--- config.mk ---
export PLATFORM = sky130hd
export DESIGN_NAME = img_mem_scheduler
export DESIGN_NICKNAME = d
export VERILOG_FILES = /design/src/rtl/img_mem_pkg.sv /design/src/rtl/img_tag_pipe.sv /design/src/rtl/img_mem_scheduler.sv
export SDC_FILE = /design/constraint.sdc
export NUM_CORES = 1
export LEC_CHECK = 0
export CORE_MARGIN = 2
export CORE_UTILIZATION = 51
export DETAILED_ROUTE_END_ITERATION = 6
export GPL_ROUTABILITY_DRIVEN = 0
export GPL_TIMING_DRIVEN = 1
export MAX_ROUTING_LAYER = met4
export PLACE_DENSITY = 0.8
export SYNTH_ARGS = -nofsm -noshare
export SYNTH_HDL_FRONTEND = slang
export SYNTH_HIERARCHICAL = 1
export SYNTH_SLANG_ARGS = --single-unit
--- constraint.sdc ---
create_clock -name clk -period 2.95 [get_ports clk]
set_clock_uncertainty 0.05 [all_clocks]
set_input_delay 0.4425 -clock clk [delete_from_list [all_inputs] [get_ports clk]]
set_output_delay 0.4425 -clock clk [all_outputs]
set_load 0.02 [all_outputs]
--- src/rtl/img_mem_pkg.sv ---
// Shared types for the image-ROM read-port scheduler.
//   state_e : scheduler mode (normal arbitration, copy sweep, post-copy)
//   tag_e   : owner of an issued ROM slot; the returned word is steered by it
package img_mem_pkg;

  localparam int unsigned IMG_ADDR_W = 15;
  localparam int unsigned IMG_DATA_W = 8;

  typedef enum logic [1:0] {
    ST_RUN,
    ST_COPY,
    ST_DONE
  } state_e;

  typedef enum logic [1:0] {
    TAG_NONE,
    TAG_DISP,
    TAG_DEC,
    TAG_COPY
  } tag_e;

endpackage

--- src/rtl/img_tag_pipe.sv ---
// DEPTH-deep shift register carrying {tag, addr} alongside a memory access so
// the returned data can be steered to its owner.
// Ports:
//   clk, rst          : clock, asynchronous active-low reset
//   in_tag, in_addr   : slot issued this cycle
//   tag_q             : tag of every stage (stage DEPTH-1 is the returning one)
//   out_addr          : address of the returning slot
module img_tag_pipe
  import img_mem_pkg::*;
#(
  parameter int unsigned DEPTH  = 2,
  parameter int unsigned ADDR_W = IMG_ADDR_W
) (
  input  logic              clk,
  input  logic              rst,
  input  tag_e              in_tag,
  input  logic [ADDR_W-1:0] in_addr,
  output tag_e              tag_q [DEPTH],
  output logic [ADDR_W-1:0] out_addr
);

  logic [ADDR_W-1:0] addr_q [DEPTH];

  always_ff @(posedge clk or negedge rst) begin
    if (!rst) begin
      for (int unsigned i = 0; i < DEPTH; i++) begin
        tag_q[i]  <= TAG_NONE;
        addr_q[i] <= '0;
      end
    end else begin
      tag_q[0]  <= in_tag;
      addr_q[0] <= in_addr;
      for (int unsigned i = 1; i < DEPTH; i++) begin
        tag_q[i]  <= tag_q[i-1];
        addr_q[i] <= addr_q[i-1];
      end
    end
  end

  assign out_addr = addr_q[DEPTH-1];

endmodule

--- src/rtl/img_mem_scheduler.sv ---
// Shares the single read port of the encrypted-image ROM between the VGA
// sprite fetch (priority) and the decrypter (background, starvation-bounded),
// then, once the decrypter is done, sweeps every ROM word into the
// decryption buffer write port.
// Ports:
//   clk, rst                      : pixel clock, asynchronous active-low reset
//   disp_req/addr -> valid/data   : display read channel
//   dec_req/addr -> gnt/valid/data: decrypter read channel
//   dec_done                      : decrypter finished, starts the copy sweep
//   mem_addr, mem_dout            : ROM read port (address registered here)
//   wr_en/addr/data               : decryption buffer write port
//   copy_busy, copy_done          : sweep status (copy_done sticky until reset)
module img_mem_scheduler
  import img_mem_pkg::*;
#(
  parameter int unsigned ADDR_W     = IMG_ADDR_W,
  parameter int unsigned DATA_W     = IMG_DATA_W,
  parameter int unsigned RD_LAT     = 1,
  parameter int unsigned IMG_WORDS  = 25600,
  parameter int unsigned STARVE_MAX = 64
) (
  input  logic              clk,
  input  logic              rst,
  input  logic              disp_req,
  input  logic [ADDR_W-1:0] disp_addr,
  output logic              disp_valid,
  output logic [DATA_W-1:0] disp_data,
  input  logic              dec_req,
  input  logic [ADDR_W-1:0] dec_addr,
  output logic              dec_gnt,
  output logic              dec_valid,
  output logic [DATA_W-1:0] dec_data,
  input  logic              dec_done,
  output logic [ADDR_W-1:0] mem_addr,
  input  logic [DATA_W-1:0] mem_dout,
  output logic              wr_en,
  output logic [ADDR_W-1:0] wr_addr,
  output logic [DATA_W-1:0] wr_data,
  output logic              copy_busy,
  output logic              copy_done
);

  localparam int unsigned     L          = 1 + RD_LAT;
  localparam int unsigned     SW         = $clog2(STARVE_MAX + 1);
  localparam logic [SW-1:0]   STARVE_LIM = SW'(STARVE_MAX);
  localparam logic [ADDR_W:0] CNT_END    = (ADDR_W+1)'(IMG_WORDS);

  state_e            state, state_nxt;
  tag_e              sel_tag;
  logic [ADDR_W-1:0] sel_addr;
  tag_e              pipe_tag [L];
  tag_e              ret_tag;
  logic [ADDR_W-1:0] ret_addr;
  logic              pipe_busy;
  logic              dec_win;
  logic [ADDR_W:0]   cnt;
  logic [SW-1:0]     starve;
  logic [DATA_W-1:0] disp_hold, dec_hold;

  img_tag_pipe #(
    .DEPTH (L),
    .ADDR_W(ADDR_W)
  ) u_tag_pipe (
    .clk     (clk),
    .rst     (rst),
    .in_tag  (sel_tag),
    .in_addr (sel_addr),
    .tag_q   (pipe_tag),
    .out_addr(ret_addr)
  );

  assign ret_tag = pipe_tag[L-1];

  always_comb begin
    pipe_busy = 1'b0;
    for (int unsigned i = 0; i < L; i++) begin
      if (pipe_tag[i] != TAG_NONE) pipe_busy = 1'b1;
    end
  end

  // One slot per cycle. While dec_done is high in RUN no new slot is issued;
  // the pipe drains (so an in-flight dec grant still returns) and only then
  // the sweep starts, keeping COPY free of display/decrypter returns.
  always_comb begin
    sel_tag   = TAG_NONE;
    sel_addr  = mem_addr;
    state_nxt = state;
    dec_win   = dec_req && (!disp_req || starve == STARVE_LIM);
    case (state)
      ST_RUN: begin
        if (dec_done) begin
          if (!pipe_busy) state_nxt = ST_COPY;
        end else if (dec_win) begin
          sel_tag  = TAG_DEC;
          sel_addr = dec_addr;
        end else if (disp_req) begin
          sel_tag  = TAG_DISP;
          sel_addr = disp_addr;
        end
      end
      ST_COPY: begin
        if (cnt != CNT_END) begin
          sel_tag  = TAG_COPY;
          sel_addr = cnt[ADDR_W-1:0];
        end else if (!pipe_busy) begin
          state_nxt = ST_DONE;
        end
      end
      ST_DONE: begin
        if (disp_req) begin
          sel_tag  = TAG_DISP;
          sel_addr = disp_addr;
        end
      end
      default: state_nxt = ST_RUN;
    endcase
  end

  always_ff @(posedge clk or negedge rst) begin
    if (!rst) begin
      state     <= ST_RUN;
      mem_addr  <= '0;
      dec_gnt   <= 1'b0;
      starve    <= '0;
      cnt       <= '0;
      disp_hold <= '0;
      dec_hold  <= '0;
    end else begin
      state   <= state_nxt;
      dec_gnt <= (sel_tag == TAG_DEC);
      if (sel_tag != TAG_NONE) mem_addr <= sel_addr;

      if (state == ST_RUN && state_nxt == ST_COPY) cnt <= '0;
      else if (sel_tag == TAG_COPY) cnt <= cnt + (ADDR_W+1)'(1);

      // Counts consecutive display wins while the decrypter is waiting.
      if (sel_tag == TAG_DEC || !dec_req) starve <= '0;
      else if (sel_tag == TAG_DISP && starve != STARVE_LIM) starve <= starve + SW'(1);

      if (disp_valid) disp_hold <= mem_dout;
      if (dec_valid)  dec_hold  <= mem_dout;
    end
  end

  assign disp_valid = (ret_tag == TAG_DISP);
  assign dec_valid  = (ret_tag == TAG_DEC);
  assign wr_en      = (ret_tag == TAG_COPY);
  assign disp_data  = disp_valid ? mem_dout : disp_hold;
  assign dec_data   = dec_valid ? mem_dout : dec_hold;
  assign wr_addr    = wr_en ? ret_addr : '0;
  assign wr_data    = wr_en ? mem_dout : '0;
  assign copy_busy  = (state == ST_COPY);
  assign copy_done  = (state == ST_DONE);

endmodule

# == After elaboration in Yosys (flattened, before gate mapping) ==
# Index checks and enable logic that the tools add are counted.
# totals
reg_bits,91
inputBits,43
output_inout_bits,60
word_cells,63
# op_classes
n_addsub,2
n_eq_ne,12
muxes,25
n_reduce_logical,13
# ops
operator,count
two-way mux 15 bit,5
case mux 15 bit (3 select lines),1
two-way mux 16 bit,2
two-way mux 8 bit,3
adder 16 x 1 -> 16 bit (second input constant),1
!= test 16 x 15 -> 1 bit (second input constant),1
two-way mux 2 bit,7
two-way mux 7 bit,2
case mux 2 bit (3 select lines),2
equality test 2 bit (second input constant),5
nonzero test 2 bit,5
equality test 2 x 1 -> 1 bit (second input constant),4
adder 7 x 1 -> 7 bit (second input constant),1
equality test 7 bit (second input constant),1
!= test 7 bit (second input constant),1
logical AND 1 bit,3
two-way mux 1 bit,3
logical NOT 1 bit,2
logical NOT 2 bit,1
logical OR 1 bit,2

# == Depth between registers and ports, before layout ==
# Gate-level depths: netlist of run 1.
# depth
ltp_word,10
mapped_depth,10
ltp_nobuf,8

# == Hierarchy ==
# The synthesis of run 1 kept the hierarchy.
# by_module_without_submodules
module,instances,cells_each,area_per_inst_um2,seq_area_each_um2
img_mem_scheduler,1,405,3768.6,1426.4
img_tag_pipe,1,49,963.4,850.8

# == Least setup slack after synthesis of run 1 ==
# No wires, ideal clock.
# synth_path
path_kind,reg2reg
start,reg cnt[0]
end,reg mem_addr[4]
setup_ns,0.065
arrival_time_ns,2.074
required_ns,2.835
setup_slack_ns,0.761
path_stages_with_launch,9
n_path_buf,1
period_less_slack_ns,2.189
cell_sequence,dfrtp_1 inv_1 ha_1 or4b_1 nor4_4 buf_6 o21ai_2 a32oi_1 o21a_1
# synth_via
elab_chain_cells,4
elab_cells_between_ends,6
cone_classes,eq/ne: 1; mux: 4; reduce/logical: 1
# synth_lines
item,line,rtl
start: declaration,img_mem_scheduler.sv:56,logic [ADDR_W:0] cnt;
start signal: assignment,img_mem_scheduler.sv:134,else if (sel_tag == TAG_COPY) cnt <= cnt + (ADDR_W+1)'(1);
!= test 16 x 15 -> 1 bit *,img_mem_scheduler.sv:102,if (cnt != CNT_END) begin
two-way mux 2 bit,img_mem_scheduler.sv:102,
case mux 2 bit (3 select lines),img_mem_scheduler.sv:89,case (state)
nonzero test 2 bit,img_mem_scheduler.sv:131,if (sel_tag != TAG_NONE) mem_addr <= sel_addr;
end signal: assignment,img_mem_scheduler.sv:131,
end: declaration,img_mem_scheduler.sv:34,"output logic [ADDR_W-1:0] mem_addr,"
# Mark *: on every way between the ends. The rest lies on a longest branch, timed or not.
# A chain may end at the register's enable or synchronous reset.

# == Worst setup path in the final report of run 1 ==
# layout_path
start,reg u_tag_pipe/tag_q[0] in the netlist's numbering
end,out dec_data[5]
# layout_via
elab_chain_cells,2
# layout_lines
item,line,rtl
start: declaration,img_tag_pipe.sv:18,"output tag_e tag_q [DEPTH],"
start signal: indexed assignment,img_tag_pipe.sv:34,tag_q[i] <= tag_q[i-1];
equality test 2 bit,img_mem_scheduler.sv:146,assign dec_valid = (ret_tag == TAG_DEC);
two-way mux 8 bit,n/a,
end: declaration,img_mem_scheduler.sv:32,"output logic [DATA_W-1:0] dec_data,"
# No other way between the ends.

==> results of run 1 <==
## layer usage
metal / GRT usage / up-vias / share of wire
met2: 0.386 / 172 / 0.48
li1: - / 1805 / -
met3: 0.0460 / 13 / 0.070
met5: - / - / 0
met4: 0.0759 / 0 / 0.014
met1: 0.340 / 1892 / 0.44
## through the flow
stage               hold slack (ps)  instances  cell area (sq um)
floorplan                      96.9        454               4730
global placement                284        641               5790
global route                    148        657               5970
detailed placement              286        641               5790
finish                         83.5        657               5970
CTS                             112        657               5970
## final timing paths
check                                           startpoint                           endpoint  slack, ps  cells after the start
min reg2reg                u_tag_pipe/addr_q[27]$_DFF_PN0_  u_tag_pipe/out_addr[12]$_DFF_PN0_        310                      0
min in group clk           u_tag_pipe/addr_q[27]$_DFF_PN0_  u_tag_pipe/out_addr[12]$_DFF_PN0_        310                      0
min                                                    rst    u_tag_pipe/addr_q[23]$_DFF_PN0_         80                      1
max in group asynchronous                              rst                 cnt[8]$_DFFE_PN0P_       2130                      2
max reg2reg                             cnt[0]$_DFFE_PN0P_    u_tag_pipe/addr_q[25]$_DFF_PN0_        340                      7
max                          u_tag_pipe/tag_q[0]$_DFF_PN0_                        dec_data[5]        210                      3
## layout by cell type, fill, tap and decap left out, types with 5 or more instances in the layout
master           instances
o21a_1                   6
nand4_1                  8
and3_1                  27
o21ai_0                  7
clkdlybuf4s50_1        101
a21oi_1                 17
xor2_1                  10
a211oi_1                 5
nand2b_1                 5
a22o_1                   5
xnor2_1                  5
mux2_2                  26
nand2_1                 30
nand3_1                  5
o211ai_1                 8
inv_1                   17
dfrtp_1                 91
nor2_1                  40
buf_4                   17
mux2i_1                 14
clkbuf_8                10
## critical path: cells and delay by family (launching register included)
kind	cells	cell delay (ps)
and+or+nand+nor	1	440
muxes	1	400
buffers and inverters	1	550
DFF	1	490
## cell families (layout without fill, tap and decap cells)
group           Yosys count  after routing
compound gates           99             99
xor+xnor                 15             15
fa+ha+maj                 4              4
buf+inv                  61            153
flops                    91             91
mux                      40             40
simple gates            144            144
## power by group
part / internal, uW / switching (uW) / total, uW
combinational: 1500 / 1570 / 3070
sequential: 1800 / 493 / 2290
clock: 337 / 465 / 801
## state kept, by name, indices dropped and copies added, names as in the netlist
| register | flops |
|---|---|
| state | 2 |
| disp_hold | 8 |
| mem_addr | 15 |
| u_tag_pipe/out_addr | 15 |
| cnt | 16 |
| starve | 7 |
| dec_gnt | 1 |
| u_tag_pipe/addr_q | 15 |
| dec_hold | 8 |
| u_tag_pipe/tag_q | 4 |
## final cells by class
class / count / area [sq um]
fillers: 718 / 3140
flip-flops and latches: 91 / 2280
multi-input cells: 302 / 2150
repair buffers: 119 / 1160
well taps: 111 / 139
clock buffers: 10 / 138
inverters: 18 / 67.6
clock inverters: 6 / 47.5
==> summary.txt, run 1 <==
Place
  • Dpl hpwl: about 8700 microns
  • PortBufs: between 100 and 150
  • Dpl ws: 335 ps

Detailed routing
  • Vias/cell: between 5 and 6
  • WL final: 11800 microns
  • DRT antenna net count: 0
  • Remaining DRCs: 0
  • Via Count: 3882
  • Post-DR wirelength/cell: 18.0 microns
  • First-pass DRT Iterations: 5
  • 1st-iter DRT viols: 218

Timing
  • Final Cycle Share: 0.930
  • Final total negative setup slack: 0 ps
  • Worst Tran Pin Value: 724 ps
  • Fin. max-slew vios: 0
  • Final Hold Viols: 0
  • Post-layout min period: 2740 ps
  • Slew headroom: 0.518
  • Final Worst Setup Slack: 207 ps
  • Peak Freq: 365 MHz
  • Final setup fails: 0
  • RSZ-0062 raised after global routing: false

Yosys
  • Area share of the largest cell type after synthesis: 0.481
  • Synth area leaders: dfrtp_1 (48%), mux2_2 (6.2%), and3_1 (3.6%)
  • Top post-synthesis cells by count: dfrtp_1 (91), nor2_1 (40), nand2_1 (30), and3_1 (27), mux2_2 (26)
  • Syn_nets: about 500
  • Simple-Gate Fraction of Synth Area: 0.160
  • Post-Synth XOR/XNOR Area: 0.0278
  • Number of enable flip-flop cells after synthesis: 0
  • Most numerous cell in the Yosys netlist: dfrtp_1
  • Cell taking the most area after synthesis: dfrtp_1
  • Adder-Cell Fraction of Synth Area: 0.0106
  • Register area share after synthesis: 0.481
  • Asr flop ratio synth: 1.00
  • Mux cell area share after synthesis: 0.0915
  • Count of different cell masters after synthesis: 69
  • Largest family of logic cells by synthesized area: compound AO/OA/AOI/OAI gates
  • Avg Inst Size Synth: around 10 sq um
  • Mapped Cells: between 400 and 500
  • Synthesized flop and latch total: 91
  • YS warnings: 6
  • Cell area after synthesis: 4730 sq um
  • Compound-cell area share of the yosys netlist: 0.163
  • Main synth FF type: dfrtp_1

Layout
  • Diode count: 0
  • Util after Layout: 0.656
  • Nets: between 500 and 600
  • Share of layout cells above drive strength 1: 0.132
  • Area Growth Syn to Fin: 26.2%

Global routing
  • Initial antenna violation count: 0
  • First-pass GRT wire length: 19100 microns
  • GRT overflow: 0
  • Vias in the first global route: 3780
  • Largest net degree at the start of global routing: 58
  • Tot GR Track Use: 0.250

Floorplan
  • Starting Density: 0.520
  • Area of the core: 9110 sq um
  • Io pins: around 100
  • Chip Height: roughly 100 microns
  • Die area: 10100 sq um
  • Die Wd: around 100 microns
  • Row count: 35

Pwr
  • Pwr Density: 1030 nW/um^2
  • Total power: 6160 uW
  • Peak supply drop: between 0.0005 and 0.0006 V
  • Leakage: around 0.0026 uW

Clock network
  • CTS resizes: 0
  • CTS tree: done
  • Root Buffer: clkbuf_8
  • Clk Latency, worst-skew pair: 360 ps
  • Total CTS buffers: 9
  • Clock sink count: 91
  • Setup Fix Bufs, Post-CTS: 0
  • CTS max path bufs: 2
  • CTS HTree Levels: 3
  • Clock transition at the registers of the reported paths: 100 ps
  • # hold bufs at CTS: 0

Critical path
  • Max incr delay on CP: 550 ps
  • Worst EP arrival: 2250 ps
  • Setup CP Type: reg2out
  • Critical path peak fanout: 10
  • CP startpoint kind: register
  • Worst EP required: 2460 ps
  • CP max stage cell: clkdlybuf4s50_1
  • CP cell instances: nand2b_1 > mux2_2 > clkdlybuf4s50_1
  • CP endpoint kind: primary output

Job
  • Max_cap viols: 0

Min path
  • HP Class: in2async

Run status
  • Status: complete, no violations
Note: power is estimated with default switching activity, not from simulation.
==> run 2, diff against run 1 <==
--- a/config.mk
+++ b/config.mk
@@ -5,11 +5,10 @@
 export SDC_FILE = /design/constraint.sdc
 export NUM_CORES = 1
 export LEC_CHECK = 0
-export CORE_MARGIN = 2
 export CORE_UTILIZATION = 51
 export DETAILED_ROUTE_END_ITERATION = 6
 export GPL_ROUTABILITY_DRIVEN = 0
-export GPL_TIMING_DRIVEN = 1
+export GPL_TIMING_DRIVEN = 0
 export MAX_ROUTING_LAYER = met4
 export PLACE_DENSITY = 0.8
 export SYNTH_ARGS = -nofsm -noshare
==> run 2 against run 1 <==
The flow now finishes with violations (DRC). Combinational power grew 7.2%. Sequential power is 3% lower. Critical path depth unchanged. First-iteration DRC count up 21%. Sequential cell count unchanged. Global-route usage rose by 1.4 points. Via count increased by 3.1%. Critical path type unchanged. Largest cell class unchanged.
==> summary.txt, run 2 (synthesis results as in run 1) <==
Run status
  • Failing checks: DRC
  • Status: complete, but fails checks

Timing
  • Post-layout min period: 2700 ps (-42.5 ps)
  • Final setup fails: 0 (unchanged)
  • Peak Freq: 370 MHz (+1.6%)
  • Final Worst Setup Slack: 249 ps (+42.5 ps)
  • Worst Tran Pin Value: 644 ps (-80.0 ps)
  • Final Cycle Share: 0.916 (-0.0144)
  • RSZ-0062 raised after global routing: false
  • Fin. max-slew vios: 0 (unchanged)
  • Final Hold Viols: 0 (unchanged)
  • Slew headroom: 0.565 (+0.0473)

Detailed routing
  • DRT antenna net count: 0 (unchanged)
  • WL final: 11800 microns (-0.15%)
  • 1st-iter DRT viols: 263 (+21%)
  • First-pass DRT Iterations: 7 (+2)
  • Vias/cell: 5.91 (about the same)
  • Via Count: 4003 (+3.1%)
  • Post-DR wirelength/cell: 17.4 microns (-3.1%)
  • Remaining DRCs: 12 (+12)

Critical path
  • Setup CP Type: reg2out
  • CP startpoint kind: register
  • RR Endpoint: u_tag_pipe/addr_q[16]$_DFF_PN0_
  • Worst EP required: 2460 ps (about the same)
  • Worst R2R Start: starve[0]$_DFFE_PN0P_
  • Max incr delay on CP: 550 ps (about the same)
  • CP max stage cell: clkdlybuf4s50_1
  • R2R depth: 10 (+3)
  • CP cell instances: nand2b_1 > mux2_2 > clkdlybuf4s50_1
  • R2R setup slack: 270 ps (-70 ps)
  • CP endpoint kind: primary output
  • Worst EP arrival: 2210 ps (-40 ps)
  • Critical path peak fanout: 9 (-1)

Layout
  • Fillcell total: 689 (-4.0%)
  • Nets: 611 (+3.9%)
  • Share of layout cells above drive strength 1: 0.141 (+0.00873)
  • Largest reg by FF count: cnt
  • Final non-filler cell total: 677 (+3.0%)
  • Util after Layout: 0.686 (+0.0299)
  • Max reg flops: 16 (unchanged)
  • Finished Cell Area: 6070 sq um (+1.6%)
  • Commonest non-fill, non-tap cells in the layout: clkdlybuf4s50_1 (98), dfrtp_1 (91), nor2_1 (40), nand2_1 (30), and3_1 (27)
  • Area Growth Syn to Fin: 28.2%
  • Diode count: 0 (unchanged)
  • Commonest non-fill, non-tap cell in the layout: clkdlybuf4s50_1

Floorplan
  • Io pins: 103 (unchanged)
  • Die Wd: 98.3 microns (-2.0%)
  • Row count: 34 (-2.9%)
  • Chip Height: 98.3 microns (-2.0%)
  • Die area: 9670 sq um (-3.9%)
  • Area of the core: 8850 sq um (-2.9%)
  • Starting Density: 0.535 (+0.0153)

Clock network
  • CTS HTree Levels: 3 (unchanged)
  • Setup Fix Bufs, Post-CTS: 0 (unchanged)
  • CTS max path bufs: 2 (unchanged)
  • CTS tree: done
  • Clock transition at the registers of the reported paths: 90 ps (about the same)
  • Clk Latency, worst-skew pair: 360 ps (about the same)
  • Total CTS buffers: 9 (unchanged)
  • Clock sink count: 91 (unchanged)
  • Root Buffer: clkbuf_8

Min path
  • Hold_sp: u_tag_pipe/addr_q[19]$_DFF_PN0_
  • Worst hold path endpoint: u_tag_pipe/out_addr[4]$_DFF_PN0_
  • Hold depth: 0
  • HP Class: reg2reg

Global routing
  • Initial antenna violation count: 0 (unchanged)
  • First-pass GRT wire length: 19300 microns (+1.3%)
  • Largest net degree at the start of global routing: 73 (+26%)
  • Vias in the first global route: 3860 (+2.1%)
  • Tot GR Track Use: 0.264 (+0.0138)
  • GRT overflow: 0 (unchanged)

Place
  • Cells after DPL: 662 (+3.3%)
  • PortBufs: 99 (-2.9%)
  • DP Area: 5880 sq um (+1.6%)
  • Dpl ws: 184 ps (-151 ps)
  • Dpl hpwl: 8930 microns (+3.3%)

Pwr
  • Leakage: 0.00267 uW (+2.2%)
  • P_int: 3740 uW (+3.0%)
  • Comb pwr share: 0.523 (+0.025)
  • Peak supply drop: 0.000513 V (-3.7%)
  • Pwr Density: 1040 nW/um^2 (+0.66%)
  • Sequential Power Share: 0.353 (-0.019)
  • Clk pwr share: 0.124 (-0.006)
  • Sw frac: 0.406 (-0.00449)
  • Total power: 6300 uW (+2.2%)
  • NetSw: 2560 uW (+1.1%)

Job
  • Max_cap viols: 0 (unchanged)
==> run 2: changes by cell type in the layout (fill, tap and decap cells not counted), sizes merged <==
cell           change
dlygate4sd3        +1
clkdlybuf4s50      -3
clkinvlp           -1
buf                +7
clkbuf            +19
==> run 2: critical path: cells and delay by family (launching register included) <==
kind | cells | cell delay [ps]
buf+inv | 1 | 550
flops | 1 | 470
simple gates | 1 | 420
mux | 1 | 400
==> run 2: area by class of cell <==
type	instances	area [sq um]	area share
Timing Repair Buffer	101	1030	0.169
Clock buffer	11	141	0.0233
Clock inverter	5	36.3	0.00598
Inverter	18	67.6	0.0111
Multi-Input combinational cell	302	2150	0.354
Buffer	41	238	0.0392
Sequential cell	91	2280	0.375
Tap cell	108	135	0.0223
==> run 2: worst max path at each step <==
stage	startpoint	end	cells after the start
after floorplan	cnt[0]$_DFFE_PN0P_	mem_addr[4]$_DFFE_PN0P_	8
after global placement	rst	dec_gnt$_DFF_PN0_	1
after detailed placement	state[0]$_DFF_PN0_	copy_done	5
after CTS	u_tag_pipe/tag_q[0]$_DFF_PN0_	disp_data[6]	4
after global routing	u_tag_pipe/tag_q[0]$_DFF_PN0_	dec_data[6]	3
final	u_tag_pipe/tag_q[0]$_DFF_PN0_	dec_data[5]	3
==> run 2: stage by stage <==
step                hold WS [ps]  setup TNS (ps)
detailed placement           285               0
global placement             282         -166710
CTS                          290               0
global route                 294               0
floorplan                   96.9               0
finish                       299               0
==> run 2: power groups by stage <==
| stage | clock network, uW | registers, uW | logic [uW] |
|---|---|---|---|
| floorplan | 0 | 2220 | 1980 |
| global placement | 0 | 2190 | 3180 |
| detailed placement | 0 | 2230 | 3300 |
| CTS | 795 | 2210 | 3310 |
| global route | 850 | 2300 | 3540 |
| finish | 780 | 2230 | 3290 |
==> run 2: per-layer routing <==
metal | GRT usage | routed length (microns)
met5 | - | 0
met4 | 0.0827 | 201
met3 | 0.0523 | 892
met2 | 0.428 | 5900
met1 | 0.335 | 4810
==> run 2: timing repair <==
item / 4_1_cts / 5_1_grt
hold buffers: 1 / 0
gates resized for setup: 2 / 2
hold endpoints to repair: 19 / 0
setup endpoints to repair: 1 / 17
